$ cat config.mk
export PLATFORM = sky130hd
export DESIGN_NAME = data_memory_arbiter_flat
export DESIGN_NICKNAME = d
export VERILOG_FILES = /design/src/rtl/data_memory_arbiter_pkg.sv /design/src/rtl/data_memory_arbiter_if.sv /design/src/rtl/data_memory_arbiter_rr_pick2.sv /design/src/rtl/data_memory_arbiter.sv /design/src/flat_wrapper.sv
export SDC_FILE = /design/constraint.sdc
export NUM_CORES = 1
export LEC_CHECK = 0
export ABC_AREA = 1
export BUFFER_PORTS_ARGS = -buffer_cell sky130_fd_sc_hd__buf_2
export CELL_PAD_IN_SITES_DETAIL_PLACEMENT = 1
export CELL_PAD_IN_SITES_GLOBAL_PLACEMENT = 1
export CORE_MARGIN = 2
export CORE_UTILIZATION = 26
export CTS_CLUSTER_SIZE = 12
export DETAILED_ROUTE_END_ITERATION = 10
export GPL_TIMING_DRIVEN = 0
export MAX_ROUTING_LAYER = met4
export PLACE_DENSITY = 0.83
export SLEW_MARGIN = 10
export SYNTH_ARGS = -nofsm -noshare
export SYNTH_HDL_FRONTEND = slang
export SYNTH_HIERARCHICAL = 1
export SYNTH_SLANG_ARGS = --single-unit
$ cat constraint.sdc
create_clock -name clock -period 2.2 [get_ports clock]
set_clock_uncertainty 0.1 [all_clocks]
set_input_delay 0.44 -clock clock [delete_from_list [all_inputs] [get_ports clock]]
set_output_delay 0.44 -clock clock [all_outputs]
set_load 0.01 [all_outputs]
$ cat src/rtl/data_memory_arbiter_pkg.sv
// Shared types and default widths for the two-requester data memory arbiter.
package data_memory_arbiter_pkg;

    localparam int unsigned DEF_ADDR_W   = 8;
    localparam int unsigned DEF_DATA_W   = 8;
    localparam int unsigned DEF_LOCK_MAX = 4;

    typedef enum logic [1:0] {
        IDLE   = 2'd0,
        SERVE0 = 2'd1,
        SERVE1 = 2'd2
    } state_t;

endpackage

$ cat src/rtl/data_memory_arbiter_if.sv
// Requester and memory-side signals of the data memory arbiter.
interface data_memory_arbiter_if
    import data_memory_arbiter_pkg::*;
#(
    parameter int unsigned ADDR_W = DEF_ADDR_W,
    parameter int unsigned DATA_W = DEF_DATA_W
);
    logic              req0, req1;
    logic              we0, we1;
    logic              lock0, lock1;
    logic [ADDR_W-1:0] addr0, addr1;
    logic [DATA_W-1:0] wdata0, wdata1;
    logic              gnt0, gnt1;
    logic              rvalid0, rvalid1;
    logic [DATA_W-1:0] rdata0, rdata1;
    logic              mem_write;
    logic [ADDR_W-1:0] mem_address;
    logic [DATA_W-1:0] mem_data;
    logic [DATA_W-1:0] mem_out;

    // Requesters plus the memory array.
    modport master (
        output req0, req1, we0, we1, lock0, lock1,
        output addr0, addr1, wdata0, wdata1, mem_out,
        input  gnt0, gnt1, rvalid0, rvalid1, rdata0, rdata1,
        input  mem_write, mem_address, mem_data
    );

    // The arbiter itself.
    modport slave (
        input  req0, req1, we0, we1, lock0, lock1,
        input  addr0, addr1, wdata0, wdata1, mem_out,
        output gnt0, gnt1, rvalid0, rvalid1, rdata0, rdata1,
        output mem_write, mem_address, mem_data
    );

endinterface

$ cat src/rtl/data_memory_arbiter_rr_pick2.sv
// Combinational two-way round-robin picker: on a tie the requester that was not served last wins.
module rr_pick2 (
    input  logic req0,
    input  logic req1,
    input  logic last,
    output logic valid,
    output logic winner
);

    always_comb begin
        valid  = req0 | req1;
        winner = 1'b0;
        if (req0 && req1) begin
            winner = ~last;
        end else if (req1) begin
            winner = 1'b1;
        end
    end

endmodule

$ cat src/rtl/data_memory_arbiter.sv
// Arbitrates the single-port data memory between the CPU (requester 0) and the loader/DMA (requester 1).
module data_memory_arbiter
    import data_memory_arbiter_pkg::*;
#(
    parameter int unsigned ADDR_W   = DEF_ADDR_W,
    parameter int unsigned DATA_W   = DEF_DATA_W,
    parameter int unsigned LOCK_MAX = DEF_LOCK_MAX
) (
    input  logic                 clock,
    input  logic                 reset,
    data_memory_arbiter_if.slave bus
);

    localparam int unsigned CNT_W = (LOCK_MAX + 1 > 2) ? $clog2(LOCK_MAX + 1) : 1;

    state_t            state, state_nxt;
    logic              last, last_nxt;
    logic [CNT_W-1:0]  lock_cnt, lock_cnt_nxt;
    logic              pick_valid, pick_winner;
    logic              stay_locked;
    logic              rvalid0_q, rvalid1_q;
    logic [DATA_W-1:0] rdata0_q, rdata1_q;

    // State register and arbitration history.
    always_ff @(posedge clock) begin
        if (!reset) begin
            state    <= IDLE;
            last     <= 1'b1;
            lock_cnt <= '0;
        end else begin
            state    <= state_nxt;
            last     <= last_nxt;
            lock_cnt <= lock_cnt_nxt;
        end
    end

    // Served-last must include this cycle's grant so two busy requesters alternate.
    always_comb begin
        last_nxt = last;
        if (bus.gnt0) begin
            last_nxt = 1'b0;
        end else if (bus.gnt1) begin
            last_nxt = 1'b1;
        end
    end

    rr_pick2 u_pick (
        .req0   (bus.req0),
        .req1   (bus.req1),
        .last   (last_nxt),
        .valid  (pick_valid),
        .winner (pick_winner)
    );

    // Next-state: bounded lock extension first, otherwise round-robin.
    always_comb begin
        state_nxt    = IDLE;
        lock_cnt_nxt = '0;
        stay_locked  = ((state == SERVE0) && bus.req0 && bus.lock0) ||
                       ((state == SERVE1) && bus.req1 && bus.lock1);
        if (stay_locked && (lock_cnt < CNT_W'(LOCK_MAX - 1))) begin
            state_nxt    = state;
            lock_cnt_nxt = lock_cnt + CNT_W'(1);
        end else if (pick_valid) begin
            state_nxt = pick_winner ? SERVE1 : SERVE0;
        end
    end

    // Grant and memory bus; a reset cycle forces idle values so in-flight writes are dropped.
    always_comb begin
        bus.gnt0        = 1'b0;
        bus.gnt1        = 1'b0;
        bus.mem_write   = 1'b0;
        bus.mem_address = {ADDR_W{1'b0}};
        bus.mem_data    = {DATA_W{1'b0}};
        if (reset) begin
            case (state)
                SERVE0: begin
                    bus.gnt0        = bus.req0;
                    bus.mem_address = bus.addr0;
                    bus.mem_data    = bus.wdata0;
                    bus.mem_write   = bus.we0 & bus.req0;
                end
                SERVE1: begin
                    bus.gnt1        = bus.req1;
                    bus.mem_address = bus.addr1;
                    bus.mem_data    = bus.wdata1;
                    bus.mem_write   = bus.we1 & bus.req1;
                end
                default: begin
                end
            endcase
        end
    end

    // Read return path: capture memory data at the close of a granted read.
    always_ff @(posedge clock) begin
        if (!reset) begin
            rvalid0_q <= 1'b0;
            rvalid1_q <= 1'b0;
            rdata0_q  <= '0;
            rdata1_q  <= '0;
        end else begin
            rvalid0_q <= bus.gnt0 & ~bus.we0;
            rvalid1_q <= bus.gnt1 & ~bus.we1;
            if (bus.gnt0 && !bus.we0) begin
                rdata0_q <= bus.mem_out;
            end
            if (bus.gnt1 && !bus.we1) begin
                rdata1_q <= bus.mem_out;
            end
        end
    end

    assign bus.rvalid0 = rvalid0_q;
    assign bus.rvalid1 = rvalid1_q;
    assign bus.rdata0  = rdata0_q;
    assign bus.rdata1  = rdata1_q;

endmodule

$ cat src/flat_wrapper.sv
// flat-port wrapper written by rule: the top's interface ports become plain ports
module data_memory_arbiter_flat import data_memory_arbiter_pkg::*;
#(
    parameter int unsigned ADDR_W   = DEF_ADDR_W,
    parameter int unsigned DATA_W   = DEF_DATA_W,
    parameter int unsigned LOCK_MAX = DEF_LOCK_MAX
)
  (clock, reset, bus_req0, bus_req1, bus_we0, bus_we1, bus_lock0, bus_lock1, bus_addr0, bus_addr1, bus_wdata0, bus_wdata1, bus_mem_out, bus_gnt0, bus_gnt1, bus_rvalid0, bus_rvalid1, bus_rdata0, bus_rdata1, bus_mem_write, bus_mem_address, bus_mem_data);
  data_memory_arbiter_if #(.ADDR_W(ADDR_W), .DATA_W(DATA_W)) bus_i ();
  input  logic clock;
  input  logic reset;
  input wire logic [$bits(bus_i.req0)-1:0] bus_req0;
  input wire logic [$bits(bus_i.req1)-1:0] bus_req1;
  input wire logic [$bits(bus_i.we0)-1:0] bus_we0;
  input wire logic [$bits(bus_i.we1)-1:0] bus_we1;
  input wire logic [$bits(bus_i.lock0)-1:0] bus_lock0;
  input wire logic [$bits(bus_i.lock1)-1:0] bus_lock1;
  input wire logic [$bits(bus_i.addr0)-1:0] bus_addr0;
  input wire logic [$bits(bus_i.addr1)-1:0] bus_addr1;
  input wire logic [$bits(bus_i.wdata0)-1:0] bus_wdata0;
  input wire logic [$bits(bus_i.wdata1)-1:0] bus_wdata1;
  input wire logic [$bits(bus_i.mem_out)-1:0] bus_mem_out;
  output wire logic [$bits(bus_i.gnt0)-1:0] bus_gnt0;
  output wire logic [$bits(bus_i.gnt1)-1:0] bus_gnt1;
  output wire logic [$bits(bus_i.rvalid0)-1:0] bus_rvalid0;
  output wire logic [$bits(bus_i.rvalid1)-1:0] bus_rvalid1;
  output wire logic [$bits(bus_i.rdata0)-1:0] bus_rdata0;
  output wire logic [$bits(bus_i.rdata1)-1:0] bus_rdata1;
  output wire logic [$bits(bus_i.mem_write)-1:0] bus_mem_write;
  output wire logic [$bits(bus_i.mem_address)-1:0] bus_mem_address;
  output wire logic [$bits(bus_i.mem_data)-1:0] bus_mem_data;
  assign bus_i.req0 = bus_req0;
  assign bus_i.req1 = bus_req1;
  assign bus_i.we0 = bus_we0;
  assign bus_i.we1 = bus_we1;
  assign bus_i.lock0 = bus_lock0;
  assign bus_i.lock1 = bus_lock1;
  assign bus_i.addr0 = bus_addr0;
  assign bus_i.addr1 = bus_addr1;
  assign bus_i.wdata0 = bus_wdata0;
  assign bus_i.wdata1 = bus_wdata1;
  assign bus_i.mem_out = bus_mem_out;
  assign bus_gnt0 = bus_i.gnt0;
  assign bus_gnt1 = bus_i.gnt1;
  assign bus_rvalid0 = bus_i.rvalid0;
  assign bus_rvalid1 = bus_i.rvalid1;
  assign bus_rdata0 = bus_i.rdata0;
  assign bus_rdata1 = bus_i.rdata1;
  assign bus_mem_write = bus_i.mem_write;
  assign bus_mem_address = bus_i.mem_address;
  assign bus_mem_data = bus_i.mem_data;
  data_memory_arbiter #(.ADDR_W(ADDR_W), .DATA_W(DATA_W), .LOCK_MAX(LOCK_MAX)) u_core (.clock(clock), .reset(reset), .bus(bus_i));
endmodule
==> flow_metrics.env <==
export IMPL_multiInputGateArea_um2=634
export IMPL_cts_sinks=24
export IMPL_pre_cts_ws_ns=0.146
export IMPL_cts_tree="built"
export IMPL_status="complete, no violations"
export IMPL_synth_area_leaders="dfxtp_1, nand2_1, nand3_1, o21ai_1, a21oi_2"
export IMPL_design_area_um2=1870
export IMPL_vdd_ir_drop_worst_v=0.000319
export IMPL_cp_data_required_time_ns=1.66
export IMPL_routed_wl_um=3810
export IMPL_power_internal_mw=0.789
export IMPL_fin_nets=314
export IMPL_syn_nets=224
export IMPL_track_usage=0.138
export IMPL_fp_dieW_um=72.7
export IMPL_hpwl_um=3010
export IMPL_start_kind="flop"
export IMPL_met3WireLength_um=337
export IMPL_cts_buffers=3
export IMPL_die_area_um2=5290
export IMPL_cp_arrival_ns=1.58
export IMPL_viasPerCell=4.53
export IMPL_drive_above_1_share=0.464
export IMPL_place_congestion=0.706
export IMPL_antenna_found_initial=0
export IMPL_core_area_um2=4630
export IMPL_grt_ovfl_total=0
export IMPL_diodes=0
export IMPL_hold_violations=0
export IMPL_worst_pin_slew_ns=0.354
export IMPL_seq_power_share=0.433
export IMPL_cellLeakagePower_nw=0.950
export IMPL_power_density_nw_per_um2=558
export IMPL_io_pins=85
export IMPL_drc=0
export IMPL_yosysMostFrequentCell="nand2_1"
export IMPL_synth_seq_area_share=0.391
export IMPL_swShare=0.245
export IMPL_clock_path_buffers=2
export IMPL_min_period_over_period=0.965
export IMPL_grt_pass1_vias=1333
export IMPL_mappedNetlistArea_um2=1230
export IMPL_yosys_top_cells_count="nand2_1, dfxtp_1, inv_1"
export IMPL_synth_top_area_cell="dfxtp_1"
export IMPL_drt_wirelength_per_cell_um=12.1
export IMPL_grt_pass1_wl_um=5730
export IMPL_ctsHoldBuffers=0
export IMPL_synthCells=172
export IMPL_fin_crit_ns=2.12
export IMPL_yosysWarnings=6
export IMPL_maxCapViolations=0
export IMPL_synthArstFlopShare=0
export IMPL_clock_root_buffer="clkbuf_8"
export IMPL_critPathMaxFanout=6
export IMPL_setup_violations=0
export IMPL_critPathCaptureType="primary output"
export IMPL_path_class="reg -> out"
export IMPL_synth_ff_type="dfxtp_1"
export IMPL_synth_cell_types=22
export IMPL_route_top_layer_used="met4"
export IMPL_power_frac_clock=0.365
export IMPL_clock_latency_ns=0.26
export IMPL_clk_pin_slew_worst_paths_ns=0.09
export IMPL_ys_seq_elements=24
export IMPL_row_count=25
export IMPL_drtIter0Drc=40
export IMPL_wl_met1_um=1600
export IMPL_share_comb_of_total_power=0.202
export IMPL_setup_ws_ns=0.0780
export IMPL_synth_edf_count=0
export IMPL_finalPower_mw=1.04
export IMPL_wl_met2_um=1840
export IMPL_yosysTopAreaCellShare=0.391
export IMPL_firstDrtPassIters=4
export IMPL_syn_to_final_growth_pct=52.3
export IMPL_min_path_type="in -> reg"
export IMPL_die_h_um=72.7
export IMPL_htree_num_levels=1
export IMPL_slew_violations=0
export IMPL_grt_start_max_net_pins=19
export IMPL_syn_avg_cell_area_um2=7.14
export IMPL_max_slew_margin_rel=0.764
export IMPL_register_area_um2=482
export IMPL_ant_nets=0
export IMPL_placed_area_um2=1720
export IMPL_initial_core_util=0.265
export IMPL_fill_cells=608
export IMPL_dr_total_vias=1428
export IMPL_fmax_mhz=471
export IMPL_port_buffers=84
export IMPL_switchingPower_mw=0.256
timing repair:
item,CTS,global route
pin swaps,1,1
cloned,0,1
gates resized for setup,3,7
endpoints found under the setup margin,16,15
setup buffers,2,1
hold endpoints to repair,0,0
area by class of cell:
class	instances	area share
multi-input cells	116	0.339
flip-flops and latches	24	0.257
repair buffers	88	0.257
inverters	22	0.0441
well taps	54	0.0361
plain buffers	7	0.0287
clock buffers	3	0.0221
clock inverters	1	0.0160
critical path, cell delays in order, from the launching register on:
cell     delay (ns)
dfxtp_2        0.35
inv_2          0.06
ha_4           0.23
or2_4          0.28
buf_12         0.14
a21oi_1        0.11
buf_2          0.15
cell families after synthesis:
family,synth area share
adder cells (fa/ha/maj),0.0407
flip-flops,0.391
AO/OA/AOI/OAI,0.183
buffers and inverters,0.113
XOR/XNOR,0.00713
AND/OR/NAND/NOR,0.265
routing by layer:
| layer | up-vias | track usage |
|---|---|---|
| li1 | 730 | - |
| met1 | 632 | 0.163 |
| met2 | 62 | 0.236 |
| met3 | 4 | 0.0262 |
| met4 | 0 | 0.0432 |
| met5 | - | - |
power groups by stage:
stage / Clock (mW) / Sequential, mW / Combinational [mW]
2_1_floorplan: 0 / 0.464 / 0.0967
4_1_cts: 0.393 / 0.452 / 0.194
6_report: 0.381 / 0.453 / 0.211
5_1_grt: 0.408 / 0.454 / 0.233
3_5_place_dp: 0 / 0.462 / 0.182
3_3_place_gp: 0 / 0.461 / 0.177
cells in the final DEF (no fill, tap or decap), types with 2 or more instances in the layout:
master,Yosys,routed
buf_2,6,88
nand2_1,39,39
dfxtp_1,24,23
inv_1,21,20
nand3_1,20,20
o21ai_1,16,16
a21oi_2,9,11
a21oi_1,11,9
nor2_1,4,4
clkbuf_8,0,3
buf_4,1,3
nand2_2,3,3
nor3_1,3,3
inv_2,1,2
ha_1,4,2
metrics by stage:
stage / hold slack, ns / TNS (ns) / std cells / util
floorplan: 0.330 / 0 / 172 / -
global placement: 0.352 / 0 / 310 / 0.371
detailed placement: 0.362 / 0 / 310 / 0.371
CTS: 0.323 / 0 / 313 / 0.391
global route: 0.336 / -0.000823 / 315 / 0.404
finish: 0.326 / 0 / 315 / 0.404
path summary, 6_finish.rpt:
kind,startpoint,to,slack [ns],cells after the start
setup / recovery,u_core/state[0]$_SDFFE_PN0N_,bus_mem_data[7],0.08,6
hold / removal,bus_mem_out[6],u_core/bus.rdata0[6]$_SDFFE_PN0P_,0.33,3
setup reg to reg,u_core/state[0]$_SDFFE_PN0N_,u_core/state[0]$_SDFFE_PN0N_,0.43,11
hold reg to reg,u_core/lock_cnt[0]$_SDFF_PN0_,u_core/lock_cnt[0]$_SDFF_PN0_,0.37,1
sequential cells by signal (all words and copies together) (netlist names):
signal	count
u_core/bus.rvalid1	1
u_core/state	2
u_core/bus.rdata0	8
u_core/bus.rdata1	8
u_core/bus.rvalid0	1
u_core/lock_cnt	3
u_core/last	1
Note: power is estimated with default switching activity, not from simulation.
